**src/rtl/lsu_pkg.sv**
```systemverilog
// Shared types for the data-memory access unit.
//   store_t / load_t : EX-stage memory op encodings
//   dm_state_t       : access FSM states
//   BWEB_NONE        : byte-write-enable value with every lane masked
//   st_misaligned / ld_misaligned : alignment rules by access width
package lsu_pkg;

  typedef enum logic [1:0] {
    ST_NONE = 2'b00,
    ST_SW   = 2'b01,
    ST_SH   = 2'b10,
    ST_SB   = 2'b11
  } store_t;

  typedef enum logic [2:0] {
    LD_NONE = 3'b000,
    LD_LB   = 3'b001,
    LD_LH   = 3'b010,
    LD_LW   = 3'b011,
    LD_LBU  = 3'b100,
    LD_LHU  = 3'b101
  } load_t;

  typedef enum logic [1:0] {
    IDLE,
    ACCESS,
    WAIT,
    RESP
  } dm_state_t;

  localparam logic [3:0] BWEB_NONE = 4'hF;

  function automatic logic st_misaligned(store_t t, logic [1:0] off);
    return ((t == ST_SH) && off[0]) || ((t == ST_SW) && (off != 2'b00));
  endfunction

  // Unlisted load codes fall into the word case, the strictest rule.
  function automatic logic ld_misaligned(load_t t, logic [1:0] off);
    case (t)
      LD_LB, LD_LBU: return 1'b0;
      LD_LH, LD_LHU: return off[0];
      default:       return off != 2'b00;
    endcase
  endfunction

endpackage

```
**src/rtl/dm_access_unit_load_align.sv**
```systemverilog
// Combinational load lane select and extension.
//   dm_do    : raw SRAM word
//   byte_off : byte offset within the word (addr[1:0])
//   ld_type  : load kind; signed kinds sign-extend, U kinds zero-extend
//   result   : extended load value; word loads pass through
module load_align
  import lsu_pkg::*;
(
  input  logic [31:0] dm_do,
  input  logic [1:0]  byte_off,
  input  load_t       ld_type,
  output logic [31:0] result
);

  logic [31:0] sh;
  assign sh = dm_do >> {byte_off, 3'b000};

  always_comb begin
    case (ld_type)
      LD_LB:   result = {{24{sh[7]}}, sh[7:0]};
      LD_LBU:  result = {24'h0, sh[7:0]};
      LD_LH:   result = {{16{sh[15]}}, sh[15:0]};
      LD_LHU:  result = {16'h0, sh[15:0]};
      default: result = dm_do;
    endcase
  end

endmodule

```
**src/rtl/dm_access_unit.sv**
```systemverilog
// Data-memory access unit: accepts one EX-stage load/store, drives the DM
// SRAM macro (active-low enables), returns extended load data and stalls
// the pipeline while an access is in flight.
//   clk, rst             : clock, synchronous active-low reset
//   dm_web_ex, is_store_ex, is_load_ex, addr_ex, wdata_ex : request
//   stall                : freeze pipeline (ACCESS/WAIT)
//   load_valid/load_data : load result pulse
//   store_done           : store committed pulse
//   misalign             : request dropped (or illegal store+load combo)
//   dm_ceb, dm_web, dm_bweb, dm_addr, dm_di, dm_do : SRAM port
module dm_access_unit
  import lsu_pkg::*;
#(
  parameter int ADDR_W       = 32,
  parameter int READ_LATENCY = 1
) (
  input  logic              clk,
  input  logic              rst,
  input  logic              dm_web_ex,
  input  logic [1:0]        is_store_ex,
  input  logic [2:0]        is_load_ex,
  input  logic [ADDR_W-1:0] addr_ex,
  input  logic [31:0]       wdata_ex,
  output logic              stall,
  output logic              load_valid,
  output logic [31:0]       load_data,
  output logic              store_done,
  output logic              misalign,
  output logic              dm_ceb,
  output logic              dm_web,
  output logic [3:0]        dm_bweb,
  output logic [ADDR_W-3:0] dm_addr,
  output logic [31:0]       dm_di,
  input  logic [31:0]       dm_do
);

  // WAIT lasts READ_LATENCY-1 cycles; the counter ends at READ_LATENCY-2.
  localparam int         WL        = (READ_LATENCY > 1) ? READ_LATENCY - 2 : 0;
  localparam logic [2:0] WAIT_LAST = 3'(WL);

  dm_state_t state, state_d;
  logic [2:0] cnt;
  logic [1:0] off_q;
  store_t     st_q;
  load_t      ld_q;

  store_t st_in;
  load_t  ld_in;
  logic   req_store, req_load, bad, can_accept, accept_go, accept_bad;
  logic [31:0] algn;

  logic              stall_d, lv_d, sd_d, mis_d, ceb_d, web_d;
  logic [31:0]       ld_d, di_d;
  logic [3:0]        bweb_d;
  logic [ADDR_W-3:0] daddr_d;

  assign st_in     = store_t'(is_store_ex);
  assign ld_in     = load_t'(is_load_ex);
  assign req_store = !dm_web_ex && (st_in != ST_NONE);
  assign req_load  = ld_in != LD_NONE;
  // Store wins over a simultaneous load, so its alignment rule applies.
  assign bad       = req_store ? st_misaligned(st_in, addr_ex[1:0])
                               : ld_misaligned(ld_in, addr_ex[1:0]);
  // Accept on the edge that lands in IDLE as well as from IDLE itself.
  assign can_accept = (state == IDLE) || (state == RESP) ||
                      ((state == ACCESS) && (st_q != ST_NONE));
  assign accept_go  = can_accept && (req_store || req_load) && !bad;
  assign accept_bad = can_accept && (req_store || req_load) && bad;

  load_align u_align (
    .dm_do    (dm_do),
    .byte_off (off_q),
    .ld_type  (ld_q),
    .result   (algn)
  );

  // State, latched request and registered outputs.
  always_ff @(posedge clk) begin
    if (!rst) begin
      state      <= IDLE;
      cnt        <= 3'd0;
      off_q      <= 2'b00;
      st_q       <= ST_NONE;
      ld_q       <= LD_NONE;
      stall      <= 1'b0;
      load_valid <= 1'b0;
      load_data  <= 32'h0;
      store_done <= 1'b0;
      misalign   <= 1'b0;
      dm_ceb     <= 1'b1;
      dm_web     <= 1'b1;
      dm_bweb    <= BWEB_NONE;
      dm_addr    <= '0;
      dm_di      <= 32'h0;
    end else begin
      state <= state_d;
      if (accept_go) begin
        cnt   <= 3'd0;
        off_q <= addr_ex[1:0];
        st_q  <= req_store ? st_in : ST_NONE;
        ld_q  <= req_store ? LD_NONE : ld_in;
      end else if (state == WAIT) begin
        cnt <= cnt + 3'd1;
      end
      stall      <= stall_d;
      load_valid <= lv_d;
      load_data  <= ld_d;
      store_done <= sd_d;
      misalign   <= mis_d;
      dm_ceb     <= ceb_d;
      dm_web     <= web_d;
      dm_bweb    <= bweb_d;
      dm_addr    <= daddr_d;
      dm_di      <= di_d;
    end
  end

  // Next state.
  always_comb begin
    state_d = state;
    case (state)
      IDLE:    state_d = accept_go ? ACCESS : IDLE;
      ACCESS:  if (st_q != ST_NONE) state_d = accept_go ? ACCESS : IDLE;
               else                 state_d = (READ_LATENCY > 1) ? WAIT : RESP;
      WAIT:    state_d = (cnt == WAIT_LAST) ? RESP : WAIT;
      RESP:    state_d = accept_go ? ACCESS : IDLE;
      default: state_d = IDLE;
    endcase
  end

  // Output values for the coming cycle.
  always_comb begin
    stall_d = 1'b0;
    lv_d    = 1'b0;
    ld_d    = load_data;
    sd_d    = 1'b0;
    mis_d   = 1'b0;
    ceb_d   = 1'b1;
    web_d   = 1'b1;
    bweb_d  = BWEB_NONE;
    daddr_d = dm_addr;
    di_d    = dm_di;

    if ((state == ACCESS) && (st_q == ST_NONE)) stall_d = READ_LATENCY > 1;
    if (state == WAIT) stall_d = cnt != WAIT_LAST;
    if (state == RESP) begin
      lv_d = 1'b1;
      ld_d = algn;
    end

    if (accept_bad) mis_d = 1'b1;
    if (accept_go) begin
      stall_d = 1'b1;
      ceb_d   = 1'b0;
      daddr_d = addr_ex[ADDR_W-1:2];
      if (req_store) begin
        web_d = 1'b0;
        sd_d  = 1'b1;
        mis_d = req_load;
        case (st_in)
          ST_SH: begin
            bweb_d = ~(4'b0011 << addr_ex[1:0]);
            di_d   = {2{wdata_ex[15:0]}} << {addr_ex[1:0], 3'b000};
          end
          ST_SB: begin
            bweb_d = ~(4'b0001 << addr_ex[1:0]);
            di_d   = {4{wdata_ex[7:0]}} << {addr_ex[1:0], 3'b000};
          end
          default: begin
            bweb_d = 4'b0000;
            di_d   = wdata_ex;
          end
        endcase
      end
    end
  end

endmodule
```
**config.mk**
```make
export PLATFORM = sky130hd
export DESIGN_NAME = dm_access_unit
export DESIGN_NICKNAME = d
export VERILOG_FILES = /design/src/rtl/lsu_pkg.sv /design/src/rtl/dm_access_unit_load_align.sv /design/src/rtl/dm_access_unit.sv
export SDC_FILE = /design/constraint.sdc
export NUM_CORES = 1
export LEC_CHECK = 0
export BUFFER_PORTS_ARGS = -buffer_cell sky130_fd_sc_hd__buf_2
export CORE_ASPECT_RATIO = 0.7
export CORE_UTILIZATION = 44
export CTS_CLUSTER_DIAMETER = 30
export DETAILED_ROUTE_END_ITERATION = 6
export GPL_TIMING_DRIVEN = 0
export HOLD_SLACK_MARGIN = 0.15
export PLACE_DENSITY = 0.76
export SETUP_SLACK_MARGIN = 0.1
export SYNTH_ARGS = -nofsm -noshare
export SYNTH_HDL_FRONTEND = slang
export SYNTH_SLANG_ARGS = --single-unit
```
**constraint.sdc**
```tcl
create_clock -name clk -period 2 [get_ports clk]
set_clock_uncertainty 0.1 [all_clocks]
set_input_delay 0.3 -clock clk [delete_from_list [all_inputs] [get_ports clk]]
set_output_delay 0.3 -clock clk [all_outputs]
set_load 0.02 [all_outputs]
```
==> results.sh <==
export IMPL_outcome="complete, but fails checks"
export IMPL_violations="negative setup slack"
export IMPL_clk_pin_slew_ns=0.06
export IMPL_ir_worst_vdd_mv=0.692
export IMPL_grt_setup_unrepaired="yes"
export IMPL_hpwl_microns=13900
export IMPL_worstHoldPathType="in -> reg"
export IMPL_clk_latency_ns=0.41
export IMPL_wirelength_met1_microns=8700
export IMPL_tightest_slew_ns=0.611
export IMPL_drt_initial_drc_count=580
export IMPL_p_per_area_nw_per_um2=1070
export IMPL_ant_nets=0
export IMPL_yosysMostFrequentCell="dfxtp_1"
export IMPL_die_w_microns=132
export IMPL_overflow=0
export IMPL_fin_crit_ns=2.09
export IMPL_cts_sinks=116
export IMPL_netlist_top_cells_area="dfxtp_1 44%, a22o_1 7.5%, o21ai_0 6.9%"
export IMPL_cts_root_buf="clkbuf_16"
export IMPL_yosysWarnings=0
export IMPL_maxUsedRoutingLayer="met4"
export IMPL_synthAdderAreaFrac=0.0239
export IMPL_syn_inst=599
export IMPL_grt_pass1_vias=5819
export IMPL_synth_xor_area_share=0.00669
export IMPL_path_class="reg -> reg"
export IMPL_placementRows=32
export IMPL_rr_worst_depth=8
export IMPL_whs_endpoint="load_data[8]"
export IMPL_synth_top_family_by_area="compound AO/OA/AOI/OAI gates"
export IMPL_r2r_setup_slack_ns=-0.09
export IMPL_wl_per_cell_microns=19.0
export IMPL_max_freq_mhz=479
export IMPL_yosys_area_top_type_share=0.443
export IMPL_ys_types=46
export IMPL_cts_buffer_depth=2
export IMPL_cp_end_kind="flop"
export IMPL_io_buffers=207
export IMPL_remaining_drc_errors=0
export IMPL_synth_edff_count=0
export IMPL_pin_count=208
export IMPL_maxCapViolCount=0
export IMPL_htreeDepth=4
export IMPL_worstPathArrival_ns=2.28
export IMPL_die_h_microns=93.3
export IMPL_slew_headroom=0.590
export IMPL_r2r_end="dm_addr[20]"
export IMPL_drive_gt1_frac=0.339
export IMPL_maxSlewViolCount=0
export IMPL_num_vias=6128
export IMPL_leakage_nw=3.62
export IMPL_synth_seq_cells=116
export IMPL_die_area_sq_um=12400
export IMPL_diodes=0
export IMPL_cp_required_ns=2.19
export IMPL_synth_seq_area_share=0.443
export IMPL_ys_async_sr_fraction=0
export IMPL_placed_area_sq_um=6530
export IMPL_antenna_found_initial=0
export IMPL_path_max_fanout=10
export IMPL_synth_simple_area_share=0.133
export IMPL_final_area_sq_um=8110
export IMPL_hold_depth=3
export IMPL_netlist_area_sq_um=5240
export IMPL_via_per_inst=5.70
export IMPL_start_util=0.464
export IMPL_cts_tree="done"
export IMPL_yosysTopAreaCell="dfxtp_1"
export IMPL_min_delay_start="dm_do[8]"
export IMPL_syn_area_per_cell_sq_um=8.75
export IMPL_cts_buffers=17
export IMPL_gp_congestion=0.968
export IMPL_areaGrowthSynthToFinish_pct=54.9
export IMPL_synthMuxAreaShare=0.0389
export IMPL_final_util=0.719
export IMPL_grt_total_usage=0.322
export IMPL_setup_viol=40
export IMPL_cp_start_kind="flop"
export IMPL_setup_slack_ns=-0.0891
export IMPL_core_area_sq_um=11300
export IMPL_hold_viol_final=0
export IMPL_grt_pass1_wl_microns=30600
export IMPL_grt_max_degree=17
export IMPL_setup_tns_ns=-2.31
export IMPL_fin_nets=1025
export IMPL_period_share=1.04
export IMPL_synth_top_cells_by_count="116 x dfxtp_1, 72 x o21ai_0, 71 x nand2_1, 45 x a22o_1, 40 x a21oi_1"
export IMPL_routed_wl_microns=20400
export IMPL_dr_wl_met3_microns=2160
export IMPL_timing_rr_start="state[0]"
export IMPL_dr_wl_met2_microns=9190
export IMPL_synthFlopType="dfxtp_1"
export IMPL_firstDrtPassIters=5
export IMPL_syn_num_nets=713
export IMPL_synth_compound_area_frac=0.300
==> state kept, by name (all words and copies together), names as in the netlist, 2 cells and up <==
name	count
dm_addr	30
off_q	2
state	2
ld_q	3
cnt	3
dm_bweb	4
load_data	32
st_q	2
dm_di	32
==> placed cells by master (no fill, tap or decap), types with 6 or more instances in the layout <==
cell type and n:
a21boi_0 18, a21boi_1 6, a21oi_1 35, a21oi_2 6, a221o_1 8, a22o_1 45
a311o_1 8, a31oi_1 17, buf_2 210, buf_4 14, buf_6 10, clkbuf_1 17
clkbuf_16 18, clkbuf_2 10, clkinv_2 8, dfxtp_1 113, dlygate4sd3_1 74, ha_1 7
inv_1 7, mux2i_1 16, nand2_1 71, nand3_1 16, nand3b_1 12, nor2_1 28
nor2b_1 6, o211ai_1 8, o21ai_0 66, o22ai_1 7
==> critical path, stage by stage, from the launching register on <==
cell and delay, ns:
dfxtp_4 0.37, inv_2 0.05, ha_4 0.29, nor2_4 0.04, or4_4 0.48, and3_4 0.17, buf_6 0.13, buf_8 0.14
a22o_1 0.19
==> final cells by class <==
| cell class | instances | area (sq um) |
|---|---|---|
| fill | 859 | 3180 |
| multi-input combinational | 423 | 2830 |
| sequential | 116 | 2330 |
| timing repair buffer | 293 | 1890 |
| clock buffer | 19 | 443 |
| buffer | 49 | 317 |
| tap | 153 | 191 |
| clock inverter | 11 | 65.1 |
| inverter | 11 | 45.0 |
==> timing repair <==
| item | 4_1_cts | 5_1_grt |
|---|---|---|
| setup buffers | 5 | 5 |
| hold buffers | 74 | 0 |
| hold endpoints to repair | 74 | 0 |
| resized for setup | 26 | 56 |
| cloned | 1 | 1 |
| pin swaps | 1 | 4 |
| setup endpoints to repair | 96 | 91 |
==> logic make-up after synthesis <==
| family | after synthesis |
|---|---|
| fa+ha+maj | 10 |
| buf+inv | 60 |
| flops | 116 |
| mux | 19 |
| compound gates | 238 |
| simple gates | 152 |
| xor+xnor | 4 |
==> power by group <==
group          switching [mW]  internal, mW
registers               0.232          2.70
logic                    1.79          1.28
clock network            1.06          1.58
total                    3.09          5.56
==> through the flow <==
stage	worst slack (ns)	hold slack, ns	cells	total power [mW]
after floorplan	0.0731	0.333	599	4.58
after global placement	-0.346	0.345	959	5.38
after detailed placement	-0.428	0.346	959	5.46
after CTS	-0.0671	0.156	1069	8.36
after global routing	-0.123	0.172	1075	9.03
final	-0.0891	0.171	1075	8.64
==> layer usage <==
layer  up-vias  global-route usage
met5         -                   0
met4         0               0.104
met3        37              0.0873
met2       373               0.520
met1      2919               0.419
li1       2799                   -
==> worst max path at each step <==
| stage | startpoint | slack (ns) | depth (start not counted) | to |
|---|---|---|---|---|
| finish | state[0] | -0.09 | 8 | dm_addr[20] |
| CTS | state[0] | -0.07 | 8 | dm_addr[5] |
| detailed placement | addr_ex[0] | -0.43 | 10 | dm_di[20] |
| floorplan | addr_ex[0] | 0.07 | 9 | off_q[1] |
| global route | state[0] | -0.12 | 8 | dm_addr[23] |
| global placement | addr_ex[0] | -0.35 | 10 | dm_di[24] |
Power figures use the tool's default switching activity.
